[src/rtl/irq_ctrl.sv]
// Maskable interrupt controller: rising-edge latching, fixed priority (highest index wins),
// single outstanding request tracked from acknowledge to RETI. Optional NMI via IRQ_NMI_EN.
module irq_ctrl #(
  parameter int NUM_IRQ = 14
) (
  input  logic               clk,
  input  logic               rst,
`ifdef IRQ_NMI_EN
  input  logic               nmi,
`endif
  input  logic [NUM_IRQ-1:0] irq,
  input  logic [NUM_IRQ-1:0] irq_ie,
  input  logic               gie,
  input  logic               irq_ack,
  input  logic               reti,
  output logic               irq_req,
  output logic [15:0]        irq_vec,
  output logic [NUM_IRQ-1:0] irq_clr,
  output logic               irq_active
);

  typedef enum logic [1:0] {IDLE, REQ, SERV} state_t;

  state_t             r_state, w_state_next;
  logic [NUM_IRQ-1:0] r_irq_q, r_pend, w_pend_next, w_set, w_elig, w_sel_onehot, w_clr;
  logic [3:0]         r_sel, w_win;
  logic               w_any, w_sel_ie, w_take, w_ack;
  logic               w_nmi_pend, w_nmi_sel;
  logic               r_irq_req, r_irq_active;
  logic [15:0]        r_irq_vec;
  logic [NUM_IRQ-1:0] r_irq_clr;

  assign w_set        = irq & ~r_irq_q;
  assign w_elig       = r_pend & irq_ie;
  assign w_any        = |w_elig;
  assign w_sel_onehot = NUM_IRQ'(1) << r_sel;
  assign w_sel_ie     = |(irq_ie & w_sel_onehot);

  // Later (higher) indices overwrite earlier ones, so the highest eligible index wins.
  always_comb begin
    w_win = '0;
    for (int i = 0; i < NUM_IRQ; i++) begin
      if (w_elig[i]) w_win = 4'(i);
    end
  end

  always_comb begin
    w_state_next = r_state;
    case (r_state)
      IDLE: if (w_nmi_pend || (gie && w_any)) w_state_next = REQ;
      REQ: begin
        if (irq_ack)                              w_state_next = SERV;
        else if (!w_nmi_sel && (!gie || !w_sel_ie)) w_state_next = IDLE;
      end
      SERV: if (reti) w_state_next = IDLE;
      default: w_state_next = IDLE;
    endcase
  end

  assign w_take      = (r_state == IDLE) && (w_state_next == REQ);
  assign w_ack       = (r_state == REQ) && irq_ack;
  assign w_clr       = (w_ack && !w_nmi_sel) ? w_sel_onehot : '0;
  // A new edge on the bit being acknowledged keeps it pending.
  assign w_pend_next = (r_pend & ~w_clr) | w_set;

  always_ff @(posedge clk or posedge rst) begin
    if (rst) begin
      r_state      <= IDLE;
      r_irq_q      <= '0;
      r_pend       <= '0;
      r_sel        <= '0;
      r_irq_req    <= 1'b0;
      r_irq_vec    <= 16'h0000;
      r_irq_clr    <= '0;
      r_irq_active <= 1'b0;
    end else begin
      r_state      <= w_state_next;
      r_irq_q      <= irq;
      r_pend       <= w_pend_next;
      r_irq_req    <= (w_state_next == REQ);
      r_irq_active <= (w_state_next == SERV);
      r_irq_clr    <= w_clr;
      if (w_take) begin
        if (w_nmi_pend) begin
          r_irq_vec <= 16'hFFFC;
        end else begin
          r_sel     <= w_win;
          r_irq_vec <= 16'hFFE0 + {11'b0, w_win, 1'b0};
        end
      end
    end
  end

`ifdef IRQ_NMI_EN
  logic r_nmi_q, r_nmi_pend, r_sel_nmi;

  assign w_nmi_pend = r_nmi_pend;
  assign w_nmi_sel  = r_sel_nmi;

  always_ff @(posedge clk or posedge rst) begin
    if (rst) begin
      r_nmi_q    <= 1'b0;
      r_nmi_pend <= 1'b0;
      r_sel_nmi  <= 1'b0;
    end else begin
      r_nmi_q    <= nmi;
      r_nmi_pend <= (r_nmi_pend & ~(w_ack & r_sel_nmi)) | (nmi & ~r_nmi_q);
      if (w_take) r_sel_nmi <= r_nmi_pend;
    end
  end
`else
  assign w_nmi_pend = 1'b0;
  assign w_nmi_sel  = 1'b0;
`endif

  assign irq_req    = r_irq_req;
  assign irq_vec    = r_irq_vec;
  assign irq_clr    = r_irq_clr;
  assign irq_active = r_irq_active;

endmodule
[config.mk]
export PLATFORM = sky130hd
export DESIGN_NAME = irq_ctrl
export DESIGN_NICKNAME = d
export VERILOG_FILES = /design/src/rtl/irq_ctrl.sv
export SDC_FILE = /design/constraint.sdc
export NUM_CORES = 1
export LEC_CHECK = 0
export ABC_AREA = 1
export CORE_ASPECT_RATIO = 0.6
export CORE_MARGIN = 5
export CORE_UTILIZATION = 46
export CTS_CLUSTER_DIAMETER = 60
export DETAILED_ROUTE_END_ITERATION = 12
export GPL_TIMING_DRIVEN = 0
export PLACE_DENSITY = 0.77
export SKIP_LAST_GASP = 1
export SYNTH_ARGS = -nofsm -noshare
export SYNTH_HDL_FRONTEND = slang
export SYNTH_SLANG_ARGS = --single-unit
[constraint.sdc]
create_clock -name clk -period 1.66 [get_ports clk]
set_input_delay 0.166 -clock clk [delete_from_list [all_inputs] [get_ports clk]]
set_output_delay 0.166 -clock clk [all_outputs]
set_load 0.05 [all_outputs]
==> summary.txt <==
Status
  – Status: completed

Setup path
  – Worst path top cell family by delay: buffers and inverters
  – Startpoint Class: register
  – Crit-path max cell delay: 0.80 ns
  – CP max-delay cell: clkdlybuf4s50_1
  – Flop2flop setup slack: 0.09 ns
  – Levels on crit path: 1
  – Setup crit end kind: output pin
  – Arrival time worst endpoint: 1.45 ns
  – Cell Chain, Critical Path: clkdlybuf4s50_1
  – Reg2Reg Depth: 7
  – Crit path required time: 1.49 ns
  – Crit-path max FO: 1
  – Buf/Inv on CP: 1
  – Worst setup path class: reg2out

Logic synthesis
  – Area leader, netlist: dfrtp_1
  – Synth warn: 0
  – Register area share after synthesis: 59.0%
  – Synthesized cell area: 0.00216 sq mm
  – Synth top area cells: dfrtp_1 59%, nand2_1 8.3%, o21ai_0 6.3%
  – Register bit total from synthesis: 51
  – Synth Area per Inst: 9.12 sq um
  – FFs w/ async S/R, synth: 100%
  – Post-synth top cells: 51 x dfrtp_1, 48 x nand2_1, 34 x inv_1
  – Top cell type's share of synthesized area: 59.0%
  – Top-count cell post-synth: dfrtp_1
  – Primary FF master, synth: dfrtp_1
  – Netlist cell types: 26
  – Post-synth EDFFs: 0
  – Mapped Nets: 270
  – Syn Inst Count: 237

Clock network
  – Clk slew on worst S/H paths: 0.09 ns
  – CTS root buffer: clkbuf_8
  – H-tree levels: 2
  – CTS tree: done
  – TritonCTS Buffers: 5
  – Clk sinks: 51
  – Skew-Pair Late Insertion Delay: 0.31 ns
  – # hold bufs at CTS: 0
  – Max clock buf depth: 2

Timing
  – Worst slew pin tran: 0.506 ns
  – Setup violators final: 0
  – Final worst-path cycle share: 97.5%
  – Max_slew headroom: 66.1%
  – RSZ-0062 raised after global routing: yes
  – Max Fclk: 618 MHz
  – Final Hold Fails: 0
  – Fin. max-slew vios: 0
  – Post-route clock skew: 0.00374 ns
  – Min Tclk post-route: 1.62 ns
  – Worst setup margin: 0.0422 ns
  – Setup Total Neg Slack: 0 ns

Floorplan
  – Die Y: 63.1 microns
  – Die area: 0.00622 sq mm
  – Core ar.: 0.00456 sq mm
  – Row cnt: 19
  – Die width: 98.5 microns
  – Starting density of the core: 47.4%
  – Io pins: 65

Placement
  – Hpwl dp: 3830 microns
  – IO Port Bufs: 63
  – Pre-CTS setup slack: -0.150 ns
  – Final Wtd Congestion: 0.937
  – DP Area: 0.00289 sq mm

Power and ir drop
  – Max rail drop VDD: 516 uV
  – Pint: 2.18 mW
  – P per Cell Area: 1190 mW/mm^2
  – Clk network pwr share: 21.4%
  – Static Leak: 1.43 nW
  – Sequential power share: 42.4%
  – Switching power: 1.45 mW
  – Gate power share: 36.2%
  – Sw Ratio: 39.8%

Cells and area
  – Syn-to-layout area delta: 41.1%
  – Final nets: 343
  – N_diodes: 0
  – Finished Cell Area: 0.00305 sq mm
  – Layout cells sized above 1: 16.4%
  – FILL cells: 374

Global route
  – Number of global-route vias before repair: 1764
  – Initial antenna violation count: 0
  – Gr ovfl total: 0
  – Pin count of the biggest net entering global routing: 33
  – GRT Resource Usage Total: 16.7%
  – First-pass GRT wire length: 8180 microns

Flow run
  – Max-capacitance violation count: 0

Routing
  – DRT iter0 DRCs: 162
  – Vias per inst: 4.88
  – Remaining routing DRC violations: 0
  – WL final: 5100 microns
  – WL/cell: 13.6 microns
  – Vias: 1826
  – DRT Pass-1 Iters: 5
  – Post-detailed-route count of antenna-violating nets: 0

Hold path
  – Classification of the worst-slack hold path: in2async
==> per-stage QoR <==
step / power [mW] / util [%] / hold WS [ns] / std cells
global placement: 2.79 / 62.9 / 0.403 / 363
finish: 3.63 / 66.8 / 0.165 / 374
floorplan: 2.37 / - / 0.197 / 237
CTS: 3.57 / 65.8 / 0.179 / 372
detailed placement: 2.82 / 63.3 / 0.408 / 364
global route: 3.82 / 66.8 / 0.215 / 374
==> cells by family (layout without fill, tap and decap cells) <==
logic type | Yosys count | count (layout) | share of synthesized area, %
buffers and inverters | 49 | 123 | 10.5
and+or+nand+nor | 97 | 97 | 20.1
AOI/OAI and AO/OA | 39 | 39 | 10.2
DFF | 51 | 51 | 59.0
other | 1 | 1 | 0.173
==> power groups by stage <==
stage | registers (mW) | logic (mW) | clock network [mW]
2_1_floorplan | 1.79 | 0.581 | 0
3_3_place_gp | 1.54 | 1.25 | 0
3_5_place_dp | 1.55 | 1.27 | 0
4_1_cts | 1.53 | 1.26 | 0.786
5_1_grt | 1.56 | 1.43 | 0.832
6_report | 1.54 | 1.31 | 0.778
==> cell usage in the layout (no fill, tap or decap), types with 3 or more instances in the layout <==
cell type / Yosys / layout
dlygate4sd2_1: 0 / 4
nand3_1: 16 / 13
inv_2: 1 / 3
clkdlybuf4s15_2: 0 / 9
nor4_1: 3 / 3
nand2_1: 48 / 47
o22ai_1: 4 / 4
clkbuf_8: 0 / 7
o21ai_0: 27 / 27
buf_4: 11 / 13
inv_1: 34 / 32
nor2_1: 17 / 17
a21oi_1: 3 / 3
nand3_2: 1 / 4
dfrtp_1: 51 / 49
clkdlybuf4s50_1: 0 / 48
==> registers in the layout (all words and copies together) (netlist names) <==
signal      count
irq_clr        14
r_pend         14
irq_req         1
r_irq_q        14
r_sel           3
irq_vec         2
irq_active      1
r_state         2
==> final timing paths <==
check                                     startpoint                   end
worst min-delay path                             rst  r_irq_q[2]$_DFF_PP0_
worst max register to register  r_sel[2]$_DFFE_PP0P_  r_state[0]$_DFF_PP0_
worst min register to register  r_irq_q[8]$_DFF_PP0_   r_pend[8]$_DFF_PP0_
max in group asynchronous                        rst  r_sel[1]$_DFFE_PP0P_
worst max-delay path            irq_clr[2]$_DFF_PP0_            irq_clr[2]
min in group clk                              irq[8]  r_irq_q[8]$_DFF_PP0_
==> routing by layer <==
metal	wire length [microns]	vias up	GRT usage, %
li1	-	897	-
met1	2400	846	23.4
met2	2160	75	24.6
met3	478	8	5.84
met4	55	0	4.43
met5	0	-	0
==> timing repair <==
item                                    CTS  global route
endpoints found under the hold margin     0             0
endpoints found under the setup margin   15             9
setup buffers                             0             2
pin swaps                                 0             1
resized for setup                        33            14
==> final cells by class <==
| class | instances | area, sq um | share of cell area [%] |
|---|---|---|---|
| multi-input combinational | 137 | 696 | 22.8 |
| buffer | 14 | 96.3 | 3.16 |
| timing repair buffer | 66 | 669 | 21.9 |
| inverter | 35 | 131 | 4.31 |
| clock buffer | 8 | 100 | 3.28 |
| tap | 63 | 78.8 | 2.58 |
| sequential | 51 | 1280 | 41.9 |
==> worst reg2reg max path: cells and delay by family, from the launching register on <==
kind                   cells  cell delay [ns]
buffers and inverters      1             0.14
flip-flops                 1             0.46
AND/OR/NAND/NOR            4             0.56
AO/OA/AOI/OAI              2             0.34
Power figures use the tool's default switching activity.
